**src/rtl/axis_dest_router.sv**
```systemverilog
// AXI4-Stream 1-to-2 destination router: routes whole packets by one-hot tdest
// into per-port FIFOs, discards and counts packets with an unknown tdest.

module axis_dest_router_fifo #(
   parameter int W     = 9,
   parameter int DEPTH = 4
) (
   input  logic         clk,
   input  logic         rst_n,
   input  logic         push,
   input  logic [W-1:0] push_data,
   input  logic         pop,
   output logic         full,
   output logic         empty,
   output logic [W-1:0] head
);
   localparam int AW = $clog2(DEPTH);
   localparam int CW = AW + 1;

   logic [W-1:0]  mem_q [DEPTH];
   logic [W-1:0]  mem_d [DEPTH];
   logic [AW-1:0] wr_ptr_q, wr_ptr_d;
   logic [AW-1:0] rd_ptr_q, rd_ptr_d;
   logic [CW-1:0] count_q, count_d;

   assign full  = (count_q == CW'(DEPTH));
   assign empty = (count_q == '0);
   assign head  = mem_q[rd_ptr_q];

   // Pointers are exactly AW bits wide, so the +1 wraps modulo DEPTH on its own.
   always_comb begin
      mem_d    = mem_q;
      wr_ptr_d = wr_ptr_q;
      rd_ptr_d = rd_ptr_q;
      count_d  = count_q;
      if (push) begin
         mem_d[wr_ptr_q] = push_data;
         wr_ptr_d        = wr_ptr_q + AW'(1);
      end
      if (pop) begin
         rd_ptr_d = rd_ptr_q + AW'(1);
      end
      case ({push, pop})
         2'b10:   count_d = count_q + CW'(1);
         2'b01:   count_d = count_q - CW'(1);
         default: count_d = count_q;
      endcase
   end

   always_ff @(posedge clk or negedge rst_n) begin
      if (!rst_n) begin
         for (int i = 0; i < DEPTH; i++) mem_q[i] <= '0;
         wr_ptr_q <= '0;
         rd_ptr_q <= '0;
         count_q  <= '0;
      end else begin
         mem_q    <= mem_d;
         wr_ptr_q <= wr_ptr_d;
         rd_ptr_q <= rd_ptr_d;
         count_q  <= count_d;
      end
   end
endmodule

module axis_dest_router #(
   parameter int                 DATA_W     = 8,
   parameter int                 DEST_W     = 5,
   parameter int                 FIFO_DEPTH = 4,
   parameter logic [DEST_W-1:0]  DEST0      = 5'b00001,
   parameter logic [DEST_W-1:0]  DEST1      = 5'b00010
) (
   input  logic              i_sclk,
   input  logic              i_srst_n,
   input  logic              i_s_tvalid,
   output logic              o_s_tready,
   input  logic [DEST_W-1:0] i_s_tdest,
   input  logic [DATA_W-1:0] i_s_tdata,
   input  logic              i_s_tlast,
   output logic              o_m0_tvalid,
   input  logic              i_m0_tready,
   output logic [DATA_W-1:0] o_m0_tdata,
   output logic              o_m0_tlast,
   output logic              o_m1_tvalid,
   input  logic              i_m1_tready,
   output logic [DATA_W-1:0] o_m1_tdata,
   output logic              o_m1_tlast,
   output logic [7:0]        o_drop_cnt,
   output logic              o_busy
);
   localparam logic [1:0] ST_IDLE   = 2'd0;
   localparam logic [1:0] ST_ROUTE0 = 2'd1;
   localparam logic [1:0] ST_ROUTE1 = 2'd2;
   localparam logic [1:0] ST_DROP   = 2'd3;

   localparam logic [1:0] T_P0   = 2'd0;
   localparam logic [1:0] T_P1   = 2'd1;
   localparam logic [1:0] T_DROP = 2'd2;

   logic [1:0] state_q, state_d;
   logic [7:0] drop_cnt_q, drop_cnt_d;
   logic [1:0] target;
   logic       accept;
   logic       push0, push1, pop0, pop1;
   logic       full0, full1, empty0, empty1;
   logic [DATA_W:0] head0, head1;

   // tdest is only decoded on the first beat; later beats follow the locked route.
   always_comb begin
      target = T_DROP;
      case (state_q)
         ST_IDLE: begin
            if (i_s_tdest == DEST0)      target = T_P0;
            else if (i_s_tdest == DEST1) target = T_P1;
            else                         target = T_DROP;
         end
         ST_ROUTE0: target = T_P0;
         ST_ROUTE1: target = T_P1;
         default:   target = T_DROP;
      endcase
   end

   always_comb begin
      o_s_tready = 1'b0;
      case (target)
         T_P0:    o_s_tready = !full0;
         T_P1:    o_s_tready = !full1;
         default: o_s_tready = 1'b1;
      endcase
   end

   assign accept = i_s_tvalid && o_s_tready;
   assign push0  = accept && (target == T_P0);
   assign push1  = accept && (target == T_P1);
   assign pop0   = !empty0 && i_m0_tready;
   assign pop1   = !empty1 && i_m1_tready;

   always_comb begin
      state_d    = state_q;
      drop_cnt_d = drop_cnt_q;
      if (accept) begin
         if (i_s_tlast) begin
            state_d = ST_IDLE;
            if (target == T_DROP && drop_cnt_q != 8'hFF) drop_cnt_d = drop_cnt_q + 8'd1;
         end else begin
            case (target)
               T_P0:    state_d = ST_ROUTE0;
               T_P1:    state_d = ST_ROUTE1;
               default: state_d = ST_DROP;
            endcase
         end
      end
   end

   always_ff @(posedge i_sclk or negedge i_srst_n) begin
      if (!i_srst_n) begin
         state_q    <= ST_IDLE;
         drop_cnt_q <= '0;
      end else begin
         state_q    <= state_d;
         drop_cnt_q <= drop_cnt_d;
      end
   end

   axis_dest_router_fifo #(.W(DATA_W + 1), .DEPTH(FIFO_DEPTH)) u_fifo0 (
      .clk       (i_sclk),
      .rst_n     (i_srst_n),
      .push      (push0),
      .push_data ({i_s_tlast, i_s_tdata}),
      .pop       (pop0),
      .full      (full0),
      .empty     (empty0),
      .head      (head0)
   );

   axis_dest_router_fifo #(.W(DATA_W + 1), .DEPTH(FIFO_DEPTH)) u_fifo1 (
      .clk       (i_sclk),
      .rst_n     (i_srst_n),
      .push      (push1),
      .push_data ({i_s_tlast, i_s_tdata}),
      .pop       (pop1),
      .full      (full1),
      .empty     (empty1),
      .head      (head1)
   );

   assign o_m0_tvalid = !empty0;
   assign o_m0_tlast  = head0[DATA_W];
   assign o_m0_tdata  = head0[DATA_W-1:0];
   assign o_m1_tvalid = !empty1;
   assign o_m1_tlast  = head1[DATA_W];
   assign o_m1_tdata  = head1[DATA_W-1:0];
   assign o_drop_cnt  = drop_cnt_q;
   assign o_busy      = (state_q != ST_IDLE);
endmodule

```
**config.mk**
```make
export PLATFORM = sky130hd
export DESIGN_NAME = axis_dest_router
export DESIGN_NICKNAME = d
export VERILOG_FILES = /design/src/rtl/axis_dest_router.sv
export SDC_FILE = /design/constraint.sdc
export NUM_CORES = 1
export LEC_CHECK = 0
export ABC_AREA = 0
export CORE_MARGIN = 2
export CORE_UTILIZATION = 28
export CTS_CLUSTER_DIAMETER = 100
export DETAILED_ROUTE_END_ITERATION = 10
export GPL_TIMING_DRIVEN = 0
export HOLD_SLACK_MARGIN = 0.02
export PLACE_DENSITY = 0.54
export SETUP_SLACK_MARGIN = 0.05
export SYNTH_ARGS = -nofsm -noshare
export SYNTH_HDL_FRONTEND = slang
export SYNTH_SLANG_ARGS = --single-unit
```
**constraint.sdc**
```tcl
create_clock -name i_sclk -period 5.8 [get_ports i_sclk]
set_input_delay 1.45 -clock i_sclk [delete_from_list [all_inputs] [get_ports i_sclk]]
set_output_delay 1.45 -clock i_sclk [all_outputs]
set_load 0.02 [all_outputs]
```
==> metrics.txt <==
# TYPE chip_impl_metric gauge
chip_impl_metric{name="timing.final.crit_share",unit="%"} 88.4
chip_impl_metric{name="max_slew.worst_pin.slew",unit="ns"} 0.838
chip_impl_info{name="synth.top_cells.by_count",value="96 x dfrtp_1, 75 x mux2_2, 18 x mux4_2"} 1
chip_impl_metric{name="critical_path_peak_fanout",unit=""} 7
chip_impl_info{name="critPathLaunchType",value="input pin"} 1
chip_impl_metric{name="routed_wirelength",unit="um"} 9030
chip_impl_metric{name="clock_network_latency_to_the_later_pin_of_the_worst_skew_pair",unit="ns"} 0.33
chip_impl_metric{name="cellPowerDensity",unit="nW/um^2"} 558
chip_impl_metric{name="max_vdd_drop",unit="mV"} 0.225
chip_impl_metric{name="worstRegToRegCells",unit=""} 6
chip_impl_metric{name="postCtsSetupBuffers",unit=""} 0
chip_impl_metric{name="reg2reg_setup_slack",unit="ns"} 2.80
chip_impl_metric{name="grt_max_degree",unit=""} 56
chip_impl_metric{name="syn-instance-count",unit=""} 307
chip_impl_metric{name="via_count",unit=""} 2666
chip_impl_metric{name="dieHeight",unit="um"} 131
chip_impl_metric{name="critPathRequiredTime",unit="ns"} 4.35
chip_impl_metric{name="async_reset_ff_share",unit="%"} 100
chip_impl_info{name="synth_ff_type",value="dfrtp_1"} 1
chip_impl_metric{name="design.die.area",unit="um^2"} 17200
chip_impl_metric{name="yosysTopAreaCellShare",unit="%"} 52.9
chip_impl_metric{name="timing.slew.headroom",unit="%"} 44.1
chip_impl_metric{name="finalSetupViolations",unit=""} 0
chip_impl_metric{name="io_buffers",unit=""} 46
chip_impl_info{name="r2r_start",value="state_q[1]"} 1
chip_impl_info{name="timing.hold.worst_endpoint",value="u_fifo1.count_q[2]"} 1
chip_impl_metric{name="ports",unit=""} 49
chip_impl_info{name="hold_start",value="u_fifo1.count_q[2]"} 1
chip_impl_metric{name="cts_buffers",unit=""} 9
chip_impl_metric{name="netlist_area",unit="um^2"} 4540
chip_impl_metric{name="antenna_violations_before_repair",unit=""} 0
chip_impl_info{name="tritoncts",value="yes"} 1
chip_impl_info{name="cts_root_buf",value="clkbuf_16"} 1
chip_impl_metric{name="grt_util_all_layers",unit="%"} 11.3
chip_impl_metric{name="post_synth_edffs",unit=""} 0
chip_impl_metric{name="post_cts.resized_instances",unit=""} 0
chip_impl_metric{name="gp_congestion",unit=""} 0.746
chip_impl_metric{name="post-place-cells",unit=""} 570
chip_impl_metric{name="layout-area-overhead-vs-synth",unit="%"} 22.9
chip_impl_metric{name="fin_nets",unit=""} 398
chip_impl_info{name="rsz_0062_raised_after_global_routing",value="no"} 1
chip_impl_metric{name="min_path_cells",unit=""} 1
chip_impl_metric{name="drt_pre_antenna_iters",unit=""} 4
chip_impl_metric{name="wl_per_cell",unit="um"} 15.4
chip_impl_metric{name="leakagePower",unit="uW"} 0.00241
chip_impl_info{name="synth_top_area_cell",value="dfrtp_1"} 1
chip_impl_metric{name="worst_clock_skew",unit="ns"} 0.00686
chip_impl_metric{name="clock-sinks",unit=""} 96
chip_impl_info{name="worstReg2RegEnd",value="u_fifo1.mem_q[32]"} 1
chip_impl_metric{name="grt_first_pass_wirelength",unit="um"} 15500
chip_impl_metric{name="number_of_synthesized_register_bits",unit=""} 96
chip_impl_metric{name="cts.clk_slew.worst_paths",unit="ns"} 0.06
chip_impl_info{name="endpoint_kind",value="output port"} 1
chip_impl_metric{name="number_of_filler_instances_in_the_final_layout",unit=""} 1569
chip_impl_metric{name="drc_errors",unit=""} 0
chip_impl_metric{name="clockBufferDepth",unit=""} 2
chip_impl_metric{name="critPathArrivalTime",unit="ns"} 3.68
chip_impl_metric{name="std_cell_rows",unit=""} 46
chip_impl_metric{name="synthesis.nets",unit=""} 340
chip_impl_metric{name="place.detailed.hpwl",unit="um"} 6300
chip_impl_metric{name="post_drt_via_cell_ratio",unit=""} 4.55
chip_impl_metric{name="core_area",unit="um^2"} 15900
chip_impl_metric{name="timing.hold.ws",unit="ns"} 0.484
chip_impl_metric{name="number_of_non_filler_instances_in_the_completed_layout",unit=""} 586
chip_impl_metric{name="ys_seq_area_share",unit="%"} 52.9
chip_impl_metric{name="initial_utilization",unit="%"} 28.6
chip_impl_metric{name="fp.dieW",unit="um"} 131
chip_impl_metric{name="drv_cap",unit=""} 0
chip_impl_metric{name="final_hold_viol_count",unit=""} 0
chip_impl_metric{name="drive_gt1_share",unit="%"} 31.6
chip_impl_metric{name="antenna_left",unit=""} 0
chip_impl_metric{name="n_antenna_cell",unit=""} 0
chip_impl_metric{name="ys_types",unit=""} 39
chip_impl_info{name="status",value="completed"} 1
chip_impl_metric{name="drt-initial-drc-count",unit=""} 91
chip_impl_metric{name="syn_avg_cell_area",unit="um^2"} 14.8
chip_impl_metric{name="slew_violations",unit=""} 0
chip_impl_metric{name="cts.htree.levels",unit=""} 3
chip_impl_metric{name="final.min_clock_period",unit="ns"} 5.13
chip_impl_info{name="ys_top_cells_by_area",value="dfrtp_1 53%, mux2_2 19%, mux4_2 8.9%, ha_1 3.3%, xor2_1 2.5%"} 1
chip_impl_info{name="worst-setup-path-type",value="input pin to output port"} 1
chip_impl_info{name="synth.most_common_cell",value="dfrtp_1"} 1
chip_impl_metric{name="via_count_of_the_first_global_routing_pass",unit=""} 2977
chip_impl_metric{name="grt_overflow_total",unit=""} 0
chip_impl_metric{name="fmax",unit="MHz"} 195
chip_impl_metric{name="cts-hold-fix-buffers",unit=""} 0
chip_impl_info{name="timing.hold.worst.class",value="flip-flop to flip-flop"} 1
chip_impl_metric{name="synth-warning-count",unit=""} 0
flip-flops by register name (all words and copies together), names as in the netlist:
register,cells
o_drop_cnt,8
u_fifo1.wr_ptr_q,2
u_fifo0.count_q,3
state_q,2
u_fifo1.mem_q,36
u_fifo1.rd_ptr_q,2
u_fifo0.mem_q,36
u_fifo0.wr_ptr_q,2
u_fifo0.rd_ptr_q,2
u_fifo1.count_q,3
metal layers:
layer	global-route usage, %	part of all wire (%)	wire length, um
met1	14.5	45	4080
met2	19.4	50	4560
met3	2.78	3.5	313
met4	2.84	0.85	77
met5	0	0	0
power breakdown:
part | internal, uW | switching (uW) | total, uW
registers | 964 | 172 | 1140
clock network | 335 | 245 | 579
logic | 743 | 651 | 1390
total | 2040 | 1070 | 3110
cells in the final DEF, fill, tap and decap left out, drive strengths merged, types with 3 or more instances in the layout:
cell type,synthesis,routed
and2,3,3
mux4,18,18
nor3b,3,3
inv,13,14
buf,4,6
xor2,13,13
clkdlybuf4s50,0,45
clkbuf,4,15
clkinv,1,3
o21ai,3,3
dfrtp,96,96
nand4,7,7
nand2,10,10
nand3,4,4
ha,12,12
nor4,7,7
xnor2,7,7
nor2,5,5
mux2,75,75
area by class of cell:
cell class	count	area, um^2	share of cell area (%)
Sequential cell	96	2400	43.1
Tap cell	216	270	4.85
Clock inverter	5	56.3	1.01
Multi-Input combinational cell	189	2050	36.8
Clock buffer	11	233	4.17
Buffer	8	35.0	0.628
Timing Repair Buffer	47	478	8.57
Inverter	14	52.6	0.942
cell families (layout without fill, tap and decap cells):
| logic type | after synthesis | count (layout) | synth area share [%] |
|---|---|---|---|
| AND/OR/NAND/NOR | 49 | 49 | 7.52 |
| buffers and inverters | 22 | 85 | 1.93 |
| AO/OA/AOI/OAI | 12 | 12 | 1.82 |
| XOR/XNOR | 20 | 20 | 3.86 |
| adder cells (fa/ha/maj) | 14 | 14 | 4.19 |
| multiplexers | 94 | 94 | 27.8 |
| flip-flops | 96 | 96 | 52.9 |
how the worst max path moves through the flow:
stage	slack (ns)	endpoint	start	cells past startpoint
after floorplan	1.65	o_s_tready	i_s_tdest[3]	4
after global placement	-0.14	u_fifo0.mem_q[29]	i_srst_n	1
after detailed placement	0.69	o_s_tready	i_s_tdest[3]	5
after CTS	0.68	o_s_tready	i_s_tdest[3]	5
after global routing	0.53	o_s_tready	i_s_tdest[3]	5
final	0.67	o_s_tready	i_s_tdest[3]	5
worst max-delay path, stage by stage:
cell and delay [ns]:
clkdlybuf4s50_1 0.42, nor4b_1 0.60, a211oi_1 0.32, a211o_1 0.34
clkdlybuf4s50_1 0.55
metrics by stage:
stage / total power [uW] / instance area, um^2 / setup slack (ns) / TNS [ns] / util, %
after floorplan: 2070 / 4540 / 1.65 / 0 / -
after global placement: 2520 / 5270 / -0.143 / -13.09 / 33.2
after detailed placement: 2580 / 5290 / 0.690 / 0 / 33.3
after CTS: 3170 / 5580 / 0.680 / 0 / 35.1
after global routing: 3340 / 5580 / 0.527 / 0 / 35.1
final: 3110 / 5580 / 0.670 / 0 / 35.1
(Power assumes the default switching activity.)
